--- src/rtl/id_ex_reg.sv ---
// ID/EX pipeline register with operand forwarding and load-use hazard detection.
// Optional macro FORWARD_EN enables ExMem/MemWb forwarding and the load-use rule.
module id_ex_reg #(
    parameter int DATA_W = 32
) (
    input  logic              i_clk,
    input  logic              i_rst_n,

    input  logic              i_con_Valid,
    input  logic              i_con_Stall,
    input  logic              i_con_Flush,

    input  logic [DATA_W-1:0] i_data_Rs,
    input  logic [DATA_W-1:0] i_data_Rt,
    input  logic [DATA_W-1:0] i_data_Imm,
    input  logic [4:0]        i_addr_Rs,
    input  logic [4:0]        i_addr_Rt,
    input  logic [4:0]        i_addr_Dst,

    input  logic              i_con_AluSrc,
    input  logic [3:0]        i_con_AluCtrl,
    input  logic [4:0]        i_data_shamt,
    input  logic              i_con_RegWrite,
    input  logic              i_con_MemRead,
    input  logic              i_con_MemWrite,

    input  logic              i_con_ExMemRegWrite,
    input  logic [4:0]        i_addr_ExMemRd,
    input  logic [DATA_W-1:0] i_data_ExMemRes,
    input  logic              i_con_MemWbRegWrite,
    input  logic [4:0]        i_addr_MemWbRd,
    input  logic [DATA_W-1:0] i_data_MemWbRes,

    output logic              o_con_Valid,
    output logic [DATA_W-1:0] o_data_A,
    output logic [DATA_W-1:0] o_data_B,
    output logic [DATA_W-1:0] o_data_StoreData,
    output logic [3:0]        o_con_AluCtrl,
    output logic [4:0]        o_data_shamt,
    output logic [4:0]        o_addr_Dst,
    output logic              o_con_RegWrite,
    output logic              o_con_MemRead,
    output logic              o_con_MemWrite,
    output logic              o_con_Hazard
);

    // Flow control: i_con_Valid marks a real instruction in ID. An instruction
    // moves ID->EX on any edge where Flush, Stall and o_con_Hazard are all low;
    // while o_con_Hazard is high the ID stage must hold its instruction, and the
    // EX slot is filled with a bubble (Valid=0, no writes) instead.

    logic              valid_q, valid_d;
    logic [DATA_W-1:0] rs_val_q, rs_val_d;
    logic [DATA_W-1:0] rt_val_q, rt_val_d;
    logic [DATA_W-1:0] imm_q, imm_d;
    logic [4:0]        rs_addr_q, rs_addr_d;
    logic [4:0]        rt_addr_q, rt_addr_d;
    logic [4:0]        dst_q, dst_d;
    logic              alu_src_q, alu_src_d;
    logic [3:0]        alu_ctrl_q, alu_ctrl_d;
    logic [4:0]        shamt_q, shamt_d;
    logic              reg_write_q, reg_write_d;
    logic              mem_read_q, mem_read_d;
    logic              mem_write_q, mem_write_d;

    logic [DATA_W-1:0] fwd_rs;
    logic [DATA_W-1:0] fwd_rt;
    logic              hazard;

`ifdef FORWARD_EN
    always_comb begin
        fwd_rs = rs_val_q;
        fwd_rt = rt_val_q;
        if (i_con_ExMemRegWrite && i_addr_ExMemRd == rs_addr_q && rs_addr_q != 5'd0)
            fwd_rs = i_data_ExMemRes;
        else if (i_con_MemWbRegWrite && i_addr_MemWbRd == rs_addr_q && rs_addr_q != 5'd0)
            fwd_rs = i_data_MemWbRes;
        if (i_con_ExMemRegWrite && i_addr_ExMemRd == rt_addr_q && rt_addr_q != 5'd0)
            fwd_rt = i_data_ExMemRes;
        else if (i_con_MemWbRegWrite && i_addr_MemWbRd == rt_addr_q && rt_addr_q != 5'd0)
            fwd_rt = i_data_MemWbRes;
    end

    // Only a load in EX cannot be forwarded in time; everything else bypasses.
    assign hazard = valid_q && mem_read_q && (dst_q != 5'd0) && i_con_Valid &&
                    (i_addr_Rs == dst_q || i_addr_Rt == dst_q);
`else
    logic rs_dep;
    logic rt_dep;
    logic unused_fwd;

    assign fwd_rs = rs_val_q;
    assign fwd_rt = rt_val_q;

    // Without bypassing, any pending producer in EX or ExMem blocks the reader.
    assign rs_dep = (i_addr_Rs != 5'd0) &&
                    ((valid_q && reg_write_q && i_addr_Rs == dst_q) ||
                     (i_con_ExMemRegWrite && i_addr_Rs == i_addr_ExMemRd));
    assign rt_dep = (i_addr_Rt != 5'd0) &&
                    ((valid_q && reg_write_q && i_addr_Rt == dst_q) ||
                     (i_con_ExMemRegWrite && i_addr_Rt == i_addr_ExMemRd));
    assign hazard = i_con_Valid && (rs_dep || rt_dep);
    assign unused_fwd = ^{i_data_ExMemRes, i_con_MemWbRegWrite, i_addr_MemWbRd,
                          i_data_MemWbRes, rs_addr_q, rt_addr_q};
`endif

    always_comb begin
        valid_d     = valid_q;
        rs_val_d    = rs_val_q;
        rt_val_d    = rt_val_q;
        imm_d       = imm_q;
        rs_addr_d   = rs_addr_q;
        rt_addr_d   = rt_addr_q;
        dst_d       = dst_q;
        alu_src_d   = alu_src_q;
        alu_ctrl_d  = alu_ctrl_q;
        shamt_d     = shamt_q;
        reg_write_d = reg_write_q;
        mem_read_d  = mem_read_q;
        mem_write_d = mem_write_q;

        if (i_con_Flush) begin
            valid_d     = 1'b0;
            reg_write_d = 1'b0;
            mem_read_d  = 1'b0;
            mem_write_d = 1'b0;
        end else if (i_con_Stall) begin
`ifdef FORWARD_EN
            // Capture bypassed operands so a value retiring from MemWb survives the stall.
            rs_val_d = fwd_rs;
            rt_val_d = fwd_rt;
`endif
        end else if (hazard) begin
            valid_d     = 1'b0;
            reg_write_d = 1'b0;
            mem_read_d  = 1'b0;
            mem_write_d = 1'b0;
        end else begin
            valid_d     = i_con_Valid;
            rs_val_d    = i_data_Rs;
            rt_val_d    = i_data_Rt;
            imm_d       = i_data_Imm;
            rs_addr_d   = i_addr_Rs;
            rt_addr_d   = i_addr_Rt;
            dst_d       = i_addr_Dst;
            alu_src_d   = i_con_AluSrc;
            alu_ctrl_d  = i_con_AluCtrl;
            shamt_d     = i_data_shamt;
            reg_write_d = i_con_Valid && i_con_RegWrite;
            mem_read_d  = i_con_Valid && i_con_MemRead;
            mem_write_d = i_con_Valid && i_con_MemWrite;
        end
    end

    always_ff @(posedge i_clk) begin
        if (!i_rst_n) begin
            valid_q     <= 1'b0;
            rs_val_q    <= '0;
            rt_val_q    <= '0;
            imm_q       <= '0;
            rs_addr_q   <= 5'd0;
            rt_addr_q   <= 5'd0;
            dst_q       <= 5'd0;
            alu_src_q   <= 1'b0;
            alu_ctrl_q  <= 4'd0;
            shamt_q     <= 5'd0;
            reg_write_q <= 1'b0;
            mem_read_q  <= 1'b0;
            mem_write_q <= 1'b0;
        end else begin
            valid_q     <= valid_d;
            rs_val_q    <= rs_val_d;
            rt_val_q    <= rt_val_d;
            imm_q       <= imm_d;
            rs_addr_q   <= rs_addr_d;
            rt_addr_q   <= rt_addr_d;
            dst_q       <= dst_d;
            alu_src_q   <= alu_src_d;
            alu_ctrl_q  <= alu_ctrl_d;
            shamt_q     <= shamt_d;
            reg_write_q <= reg_write_d;
            mem_read_q  <= mem_read_d;
            mem_write_q <= mem_write_d;
        end
    end

    assign o_con_Valid      = valid_q;
    assign o_data_A         = fwd_rs;
    assign o_data_StoreData = fwd_rt;
    assign o_data_B         = alu_src_q ? imm_q : fwd_rt;
    assign o_con_AluCtrl    = alu_ctrl_q;
    assign o_data_shamt     = shamt_q;
    assign o_addr_Dst       = dst_q;
    assign o_con_RegWrite   = reg_write_q;
    assign o_con_MemRead    = mem_read_q;
    assign o_con_MemWrite   = mem_write_q;
    assign o_con_Hazard     = hazard;

endmodule

--- config.mk ---
export PLATFORM = sky130hd
export DESIGN_NAME = id_ex_reg
export DESIGN_NICKNAME = d
export VERILOG_FILES = /design/src/rtl/id_ex_reg.sv
export SDC_FILE = /design/constraint.sdc
export NUM_CORES = 1
export LEC_CHECK = 0
export ABC_CLOCK_PERIOD_IN_PS = 1700
export BUFFER_PORTS_ARGS = -buffer_cell sky130_fd_sc_hd__buf_2
export CAP_MARGIN = 40
export CELL_PAD_IN_SITES_DETAIL_PLACEMENT = 1
export CELL_PAD_IN_SITES_GLOBAL_PLACEMENT = 1
export CORE_MARGIN = 5
export CORE_UTILIZATION = 34
export CTS_CLUSTER_SIZE = 30
export DETAILED_ROUTE_END_ITERATION = 10
export PLACE_DENSITY_LB_ADDON = 0.3
export SLEW_MARGIN = 40
export SYNTH_ARGS = -nofsm -noshare
export SYNTH_HDL_FRONTEND = slang
export SYNTH_SLANG_ARGS = --single-unit
--- constraint.sdc ---
create_clock -name i_clk -period 1.7 [get_ports i_clk]
set_input_delay 0.085 -clock i_clk [delete_from_list [all_inputs] [get_ports i_clk]]
set_output_delay 0.085 -clock i_clk [all_outputs]
set_load 0.005 [all_outputs]
# Word-level counts from Yosys, hierarchy flattened
# Index checks and enable logic that the tools add are counted.
# classes
n_addsub	0
multipliers	0
n_div	0
order_cmp	0
eq_ne	4
shifts	0
n_mux	5
bitwise_logic	4
reduce_logical	18
# op_table
operator	count
32-bit two-way mux	1
5-bit equality test	4
1-bit logical AND	11
5-bit nonzero test	2
1-bit two-way mux	4
1-bit NOT	4
1-bit logical OR	3
3-bit AND reduction	1
2-bit OR reduction	1
# totals
regBits	115
latch_bits	0
ramBits	0
rom_bits	0
word_cells	42
n_memories	0

# Depth between registers and ports, before layout
# Gate-level depths: netlist (run 1).
# depth
word_depth	8
mapped_depth	7

# Worst setup path after synthesis (run 1)
# OpenSTA, ideal clock, no wires.
# synth_path
kind	flip-flop to flip-flop
start	register dst_q[0] (netlist: o_addr_Dst[0])
end	register imm_q[11]
arrival_ns	1.650
required_time_ns	1.570
path_slack_ns	-0.081
path_stages_with_launch	8
path_buffers	2
synth_period_minus_slack_ns	1.781
path_cell_list	dfxtp_1 xor2_1 nor4_1 a32oi_2 buf_2 buf_1 o221ai_1 o211ai_2
# synth_between
elab_chain_cells	8
# synth_lines
item	line_no	text
start, declared	58	logic [4:0] dst_q, dst_d;
start signal, assigned	177	dst_q <= dst_d;
5-bit equality test (on tied branches)	97, 100	
1-bit logical AND (on tied branches)	97, 100	
1-bit logical OR (on tied branches)	97, 100	
1-bit logical AND (on tied branches)	96, 99	
1-bit logical OR (*)	102	assign hazard = i_con_Valid && (rs_dep || rt_dep);
1-bit logical AND (*)	102	
1-bit NOT (no source line) (*)	--	
3-bit AND reduction (no source line) (*)	--	
end signal, assigned	174	imm_q <= imm_d;
end, declared	55	logic [DATA_W-1:0] imm_q, imm_d;
# Every way passes the cells marked *; elsewhere a longest branch is shown, timed or not.
# A chain may end at the register's enable or synchronous reset.

# Worst setup path in the final report (run 1)
# layout_path
start	register dst_q[1] (netlist: o_addr_Dst[1])
end	output o_con_Hazard
# layout_between
elab_chain_cells	6
# layout_lines
item	line_no	text
5-bit equality test (on tied branches)	97, 100	
1-bit logical AND (on tied branches)	97, 100	
1-bit logical OR (on tied branches)	97, 100	
1-bit logical AND (on tied branches)	96, 99	
1-bit logical OR (*)	102	
1-bit logical AND (*)	102	
end, declared	44	output logic o_con_Hazard
# Marks and branches as above.

==> results of run 1 <==
through the flow:
step	util [%]	instances	setup TNS (ns)	worst slack [ns]	hold WS (ns)
CTS	47.09	1564	-24.43	-0.3379	0.04755
floorplan	-	1041	-1.323	-0.01889	0.2210
global placement	42.85	1519	-20.38	-0.2068	0.4142
finish	48.52	1570	-25.10	-0.3554	0.06179
global route	48.51	1569	-34.22	-0.4384	0.07312
detailed placement	42.85	1519	-27.73	-0.2806	0.4169
area by class of cell:
cell class                 count  area, um^2
clock buffer                  19       442.9
timing repair buffer         332        2481
clock inverter                13       102.6
multi-input combinational    752        6910
tap                          335       419.2
sequential                   115        2313
antenna                        4       10.01
fill                        2975       13450
worst max-delay path by stage:
stage / to / slack (ns) / depth (start not counted)
6_report: o_con_Hazard / -0.36 / 7
5_1_grt: o_con_Hazard / -0.44 / 7
4_1_cts: o_con_Hazard / -0.34 / 6
3_5_place_dp: imm_q[11] / -0.28 / 6
3_3_place_gp: o_data_StoreData[17] / -0.21 / 6
2_1_floorplan: imm_q[10] / -0.02 / 7
registers in the layout (all words and copies together) (netlist names):
| signal | cells |
|---|---|
| o_con_AluCtrl | 4 |
| alu_src_q | 1 |
| o_data_StoreData | 32 |
| o_con_MemWrite | 1 |
| o_data_shamt | 5 |
| o_data_A | 32 |
| o_con_RegWrite | 1 |
| imm_q | 32 |
| o_con_Valid | 1 |
| o_con_MemRead | 1 |
| o_addr_Dst | 5 |
where the power goes:
group	switching [W]	leakage [nW]	internal, W
clock network	0.00155	0.257	0.00192
logic	0.00104	4.23	0.000856
registers	0.000205	0.948	0.00290
cells in the final DEF (no fill, tap or decap), types with 3 or more instances in the layout:
master / netlist / layout
nor2_4: 0 / 3
a21oi_1: 4 / 4
inv_6: 0 / 3
buf_4: 0 / 38
o221ai_1: 115 / 20
and2_1: 3 / 3
and4b_1: 111 / 111
mux2_2: 32 / 32
and3_1: 111 / 111
o221ai_4: 0 / 20
o211ai_1: 31 / 31
o211ai_2: 80 / 80
diode_2: 0 / 4
clkinv_4: 0 / 4
clkbuf_16: 0 / 19
nand3_1: 111 / 111
dfxtp_2: 0 / 3
a31oi_1: 111 / 111
bufbuf_16: 0 / 3
nand2_1: 5 / 5
buf_16: 0 / 6
xor2_1: 18 / 18
buf_8: 0 / 4
clkinvlp_4: 0 / 4
buf_6: 9 / 5
o221ai_2: 0 / 75
buf_2: 17 / 247
dfxtp_1: 115 / 110
buf_12: 0 / 26
logic make-up after synthesis:
kind of cell    Yosys count
compound gates          344
xor+xnor                 20
buf+inv                 174
mux                      32
flops                   115
simple gates            356
metal layers:
| layer | share of wire [%] | vias up | global-route usage, % |
|---|---|---|---|
| li1 | - | 4683 | - |
| met1 | 44 | 5081 | 31.78 |
| met2 | 48 | 289 | 39.99 |
| met3 | 5.7 | 51 | 5.802 |
| met4 | 1.6 | 16 | 7.083 |
| met5 | 0.23 | - | 0 |
worst reg2reg max path, delay by kind of cell (launching register included):
| kind | cells | cell delay (ns) |
|---|---|---|
| buf+inv | 3 | 0.68 |
| compound gates | 3 | 0.47 |
| flops | 1 | 0.36 |
| simple gates | 1 | 0.29 |
| xor+xnor | 1 | 0.17 |
repair_timing:
action                                 CTS  global route
cloned                                   6             2
resized for setup                       65            38
buffers inserted                         6             1
pin swaps                               21             6
hold buffers                             1             0
endpoints found under the hold margin    4             0
setup endpoints to repair              117           116
==> results.cfg, run 1 <==
[status]
status = finished with violations
violations = negative setup slack

[clock_network]
path_clk_slew_ns = 0.07
cts_max_level = 4
tritoncts = done
cts_root_buf = clkbuf_16
clock_latency_ns = 0.42
cts_sinks = 115
cts_buffers = 17
cts_buffer_depth = 2

[pwr]
irDropWorstVdd_uv = 567.1
p_leak_nw = 5.438
fin_total_pwr_w = 0.008477
p_per_area_mw_per_mm2 = 668.5

[global_routing]
grt_pass1_vias = 10490
grt_max_degree = 125
antenna_found_initial = 12
grt_overflow = 0
grt_first_pass_wirelength_mm = 60.40
grt_usage_pct = 24.31

[die]
dieArea_mm2 = 0.03002
start_util_pct = 34.68
num_io_pins = 320
die_y_um = 173.3
dieWidth_um = 173.3
rows = 59
core_mm2 = 0.02613

[layout]
area_growth_pct = 39.90
drive_above_1_share_pct = 47.44
layout.nets = 1423
final_cell_area_mm2 = 0.01268

[drt]
via_count = 10120
vias_per_cell = 6.446
wirelength_mm = 38.37
wire_per_inst_um = 24.44
drc_errors = 0
drt_iter0_drc = 790
final_antenna_net_count = 0
firstDrtPassIters = 4

[critical_path]
reg2reg_to = imm_q[20]
r2r-start = o_addr_Dst[1]
cp-end-kind = primary output
worstSetupPathType = reg2out
critPathLaunchType = flip-flop
crit_path_start = o_addr_Dst[1]
worstPathArrival_ns = 1.97
critPathMaxFanout = 5
cp.required_ns = 1.62
critical_path_buf_inv_count = 2
crit_chain = xor2_1, nor4_2, buf_4, a32oi_4, o22a_4, nor2b_4, buf_2
regToRegSetupSlack_ns = -0.34
worstRegToRegCells = 8
crit_family = simple AND/OR/NAND/NOR gates
crit_path_top_delay_cell = dfxtp_4
cpPeakStageDelay_ns = 0.36

[placement]
place_area_mm2 = 0.01120
place_hpwl_mm = 23.47
portBuffers = 249
routabilityCongestion = 0.7731

[timing]
timing.final.setup_violations = 116
max_freq_mhz = 486.5
tightest_slew_ns = 0.4272
finalMaxSlewViolations = 0
hold_viol_final = 0
fin_worst_skew_ns = 0.01163
period_needed_ns = 2.055
worst_slack_ns = -0.3554
maxSlewHeadroom_pct = 71.52
rsz0062_at_grt = true
fin_crit_sh_pct = 120.9

[flow_run]
drv_cap = 0

[synthesis]
synth-seq-cells = 115
synth_top_area_cell = dfxtp_1
synthXorXnorAreaFrac_pct = 1.933
synthMuxAreaShare_pct = 3.976
syn_area_mm2 = 0.009064
yosysMostFrequentCell = clkbuf_1
async_flop_share_pct = 0
synth_compound_area_share_pct = 33.06
synth_fa_ha_area_share_pct = 0
yosys-top-cells-area = dfxtp_1 (25%), and4b_1 (12%), o221ai_1 (11%)
synth_cell_types = 27
avgSynthCellArea_um2 = 8.707
ys_seq_area_share_pct = 25.40
yosys_warnings = 0
synthCells = 1041
synth_common_cells = clkbuf_1 (141), dfxtp_1 (115), o221ai_1 (115)
synth_top_family_by_area = compound AO/OA/AOI/OAI gates
synth_ff_type = dfxtp_1
synth_top_area_share_pct = 25.40
synth_simple_gate_area_share_pct = 27.44
syn_nets = 1246
synth_edf_count = 0

[worst_hold_path]
holdPathStages = 4
min_path_type = in2reg
whs_endpoint = o_data_A[26]
hp-start = i_data_Rs[26]
(Power assumes the default switching activity.)
==> inputs of run 2 (changes only) <==
--- a/config.mk
+++ b/config.mk
@@ -10,7 +10,7 @@
 export CAP_MARGIN = 40
 export CELL_PAD_IN_SITES_DETAIL_PLACEMENT = 1
 export CELL_PAD_IN_SITES_GLOBAL_PLACEMENT = 1
-export CORE_MARGIN = 5
+export CORE_MARGIN = 8
 export CORE_UTILIZATION = 34
 export CTS_CLUSTER_SIZE = 30
 export DETAILED_ROUTE_END_ITERATION = 10
==> results.cfg, run 2 (synthesized netlist as in run 1, its figures left out) <==
[global_routing]
grt_max_degree = 87
antenna_found_initial = 12
grt_usage_pct = 24.25
grt_first_pass_wirelength_mm = 61.49
grt_overflow = 0
grt_pass1_vias = 10650

[critical_path]
cp.required_ns = 1.62
r2r-start = o_addr_Dst[0]
critPathLaunchType = flip-flop
crit_path_start = o_addr_Dst[0]
reg2reg_to = o_data_StoreData[14]
critPathMaxFanout = 3
regToRegSetupSlack_ns = -0.44
cp-end-kind = primary output
crit_end = o_con_Hazard
worstRegToRegCells = 10
worstSetupPathType = reg2out
worstPathArrival_ns = 2.11

[placement]
portBuffers = 249
routabilityCongestion = 0.8248
place_hpwl_mm = 24.86
dp_slack_ns = -0.1596

[timing]
hold_viol_final = 0
rsz0062_at_grt = true
period_needed_ns = 2.197
tightest_slew_ns = 0.4775
max_freq_mhz = 455.2
worst_slack_ns = -0.4966
finalMaxSlewViolations = 0
timing.final.setup_violations = 116
fin_worst_skew_ns = 0.01438
fin_crit_sh_pct = 129.2
maxSlewHeadroom_pct = 68.17

[pwr]
internal_power_w = 0.006443
p_leak_nw = 5.956
p_seq_share_pct = 33.9
clkPwrFrac_pct = 43.4
fin_total_pwr_w = 0.009205
irDropWorstVdd_uv = 585.6
switching_share_pct = 30.00
p_sw_w = 0.002762
p_per_area_mw_per_mm2 = 672.4
combPwrFrac_pct = 22.8

[drt]
via_count = 10550
firstDrtPassIters = 5
wirelength_mm = 41.80
drt_iter0_drc = 806
vias_per_cell = 6.491
wire_per_inst_um = 25.72
drc_errors = 0
final_antenna_net_count = 0

[clock_network]
clock_latency_ns = 0.42
cts_buffers = 17
tritoncts = done
cts_sinks = 115
path_clk_slew_ns = 0.06
cts_buffer_depth = 2
cts_root_buf = clkbuf_16
cts_max_level = 4

[layout]
final_common_cell = buf_2
area_growth_pct = 51.04
drive_above_1_share_pct = 50.74
utilization_pct = 52.38
layout_common_cells = buf_2 (247), nand3_1 (111), and4b_1 (111), a31oi_1 (111), and3_1 (111)
layout.nets = 1480

[status]
status = finished with violations
violations = negative setup slack

[die]
core_mm2 = 0.02613
die_y_um = 179.3
dieWidth_um = 179.3
num_io_pins = 320
rows = 59
start_util_pct = 34.68
dieArea_mm2 = 0.03214

[flow_run]
drv_cap = 0

[worst_hold_path]
min_path_type = in2reg
holdPathStages = 4
[run 2: cell count changes in the layout (fill, tap and decap cells not counted), sizes merged]
cell	change
bufbuf	-3
buf	+51
bufinv	+4
inv	-4
clkbuf	+11
clkinvlp	-2
diode	-1
clkinv	-1
[run 2: worst min path at each step]
stage | start | to
floorplan | i_con_Stall | o_con_MemRead
global placement | i_con_Stall | o_con_MemRead
detailed placement | i_con_Stall | o_con_Valid
CTS | i_data_Rs[28] | o_data_A[28]
global route | i_data_shamt[0] | o_data_shamt[0]
finish | i_data_Rs[28] | o_data_A[28]
[run 2: final cells by class]
class	instances	area, um^2
Multi-Input combinational cell	752	6953
Sequential cell	115	2318
Tap cell	335	419.2
Clock buffer	21	470.5
Fill cell	2945	12440
Antenna cell	3	7.507
Clock inverter	10	155.1
Timing Repair Buffer	389	3366
[run 2: worst max-delay path, stage by stage (launching register included)]
cell and delay, ns:
dfxtp_4 0.36, xor2_2 0.16, nor4_2 0.34, buf_4 0.19, a32oi_4 0.06, o22a_4 0.23
buf_12 0.13, nor2b_1 0.10, buf_2 0.12
[run 2: power by group through the flow]
stage	registers [W]	clock network, W	logic (W)
floorplan	0.00311	0	0.000985
CTS	0.00311	0.00404	0.00197
finish	0.00312	0.00399	0.00209
global placement	0.00316	0	0.00178
detailed placement	0.00316	0	0.00182
global route	0.00315	0.00415	0.00225
[run 2: repair_timing]
action	4_1_cts	5_1_grt
cloned	13	12
hold buffers	1	0
buffers inserted	11	8
setup endpoints to repair	145	116
endpoints found under the hold margin	3	0
pin swaps	18	67
resized for setup	45	87
[run 2: per-stage QoR]
step	setup TNS [ns]	hold WS (ns)	instance area, um^2	instances
2_1_floorplan	-1.323	0.2210	9434	1041
3_3_place_gp	-9.535	0.4307	11520	1549
3_5_place_dp	-13.83	0.4360	11520	1549
4_1_cts	-32.81	0.05428	12860	1605
5_1_grt	-48.69	0.07061	13690	1624
6_report	-41.39	0.05570	13690	1625
[run 2: routing by layer]
metal  wire length (um)  share of wire (%)  GRT usage (%)
met4                913                2.2          7.949
met3               2999                7.2          6.129
met2              20190                 48          39.69
met5                112               0.27              0
met1              17580                 42          30.70
==> inputs of run 3 (changes only) <==
--- a/config.mk
+++ b/config.mk
@@ -8,7 +8,7 @@
 export ABC_CLOCK_PERIOD_IN_PS = 1700
 export BUFFER_PORTS_ARGS = -buffer_cell sky130_fd_sc_hd__buf_2
 export CAP_MARGIN = 40
-export CELL_PAD_IN_SITES_DETAIL_PLACEMENT = 1
+export CELL_PAD_IN_SITES_DETAIL_PLACEMENT = 0
 export CELL_PAD_IN_SITES_GLOBAL_PLACEMENT = 1
 export CORE_MARGIN = 8
 export CORE_UTILIZATION = 34
==> results.cfg, run 3 (synthesized netlist as in run 1, its figures left out) <==
[drt]
firstDrtPassIters = 4
drc_errors = 0
wirelength_mm = 37.87
wire_per_inst_um = 23.48
via_count = 10230
drt_iter0_drc = 865
final_antenna_net_count = 0
vias_per_cell = 6.340

[clock_network]
cts_sinks = 115
cts_buffers = 17
cts_root_buf = clkbuf_16
cts_max_level = 4
tritoncts = done
cts_buffer_depth = 2
path_clk_slew_ns = 0.06
clock_latency_ns = 0.43

[critical_path]
critPathLaunchType = flip-flop
worstSetupPathType = reg2out
crit_family = buffers and inverters
crit_path_top_delay_cell = dfxtp_4
critical_path_buf_inv_count = 3
cp.required_ns = 1.62
crit_chain = xor2_2, nor4_2, buf_4, a32oi_4, o22a_4, buf_12, nor2b_4, buf_2
cp-end-kind = primary output
cpPeakStageDelay_ns = 0.35
worstPathArrival_ns = 2.00
critPathMaxFanout = 2

[global_routing]
grt_pass1_vias = 9632
antenna_found_initial = 12
grt_overflow = 0
grt_max_degree = 87
grt_first_pass_wirelength_mm = 55.20
grt_usage_pct = 21.69

[placement]
place_hpwl_mm = 23.17
dp_slack_ns = -0.1355
routabilityCongestion = 0.8248
portBuffers = 249

[timing]
whs_ns = 0.05199
setup_tns_ns = -31.09
worst_slack_ns = -0.3877
period_needed_ns = 2.088
finalMaxSlewViolations = 0
fin_worst_skew_ns = 0.009740
tightest_slew_ns = 0.4540
hold_viol_final = 0
fin_crit_sh_pct = 122.8
maxSlewHeadroom_pct = 69.73
max_freq_mhz = 479.0
rsz0062_at_grt = true
timing.final.setup_violations = 116

[pwr]
p_per_area_mw_per_mm2 = 666.4
p_leak_nw = 5.847
irDropWorstVdd_uv = 446.9

[die]
dieArea_mm2 = 0.03214
die_y_um = 179.3
rows = 59
start_util_pct = 34.68
dieWidth_um = 179.3
num_io_pins = 320
core_mm2 = 0.02613

[layout]
layout.nets = 1468
drive_above_1_share_pct = 49.96
area_growth_pct = 49.17
layout_common_cells = buf_2 (247), nand3_1 (111), and4b_1 (111), a31oi_1 (111), and3_1 (111)
final_common_cell = buf_2

[flow_run]
drv_cap = 0

[status]
status = finished with violations
violations = negative setup slack

[worst_hold_path]
min_path_type = in2reg
## run 3: report_power, final
part	total, W	internal [W]	switching (W)
Sequential	0.00310	0.00290	0.000198
Combinational	0.00201	0.000953	0.00106
Clock	0.00390	0.00245	0.00145
Total	0.00901	0.00630	0.00271
## run 3: path summary, 6_finish.rpt
kind	from	end	slack, ns	cells after the start
setup / recovery	o_addr_Dst[3]	o_con_Hazard	-0.39	8
hold / removal	i_data_Rs[28]	o_data_A[28]	0.05	4
hold reg to reg	o_con_MemWrite	o_con_MemWrite	0.49	2
setup reg to reg	o_addr_Dst[3]	o_data_StoreData[13]	-0.36	10
## run 3: area by class of cell
type | instances | area [um^2]
Fill cell | 2451 | 12610
Multi-Input combinational cell | 752 | 7034
Timing Repair Buffer | 377 | 3132
Sequential cell | 115 | 2316
Clock buffer | 22 | 484.2
Tap cell | 335 | 419.2
Clock inverter | 9 | 127.6
Antenna cell | 3 | 7.507
## run 3: what timing repair did
item                                    in CTS  in global routing
endpoints found under the hold margin        4                  0
endpoints found under the setup margin     145                136
setup buffers                                3                  5
pin swaps                                    4                 39
resized for setup                           55                 65
hold buffers                                 1                  0
gates cloned                                 6                 15
## run 3: stage by stage
step	cell area [um^2]	power [W]	util [%]	instances
finish	13520	0.009010	51.74	1613
CTS	12670	0.008922	48.48	1590
global route	13520	0.009338	51.74	1613
detailed placement	11520	0.004954	44.09	1549
floorplan	9434	0.004097	-	1041
global placement	11520	0.004938	44.09	1549
## run 3: worst reg2reg max path: cells and delay by family (launching register included)
kind / cells / cell delay, ns
flip-flops: 1 / 0.35
XOR/XNOR: 1 / 0.14
AO/OA/AOI/OAI: 3 / 0.32
AND/OR/NAND/NOR: 1 / 0.26
buffers and inverters: 5 / 0.85
## run 3: per-layer routing
| metal | GRT usage [%] | vias up | routed length, um |
|---|---|---|---|
| met5 | 0 | - | 108 |
| met4 | 6.283 | 18 | 564 |
| met3 | 6.087 | 60 | 2752 |
| met2 | 34.11 | 375 | 17960 |
| met1 | 28.49 | 4985 | 16490 |
| li1 | - | 4789 | - |
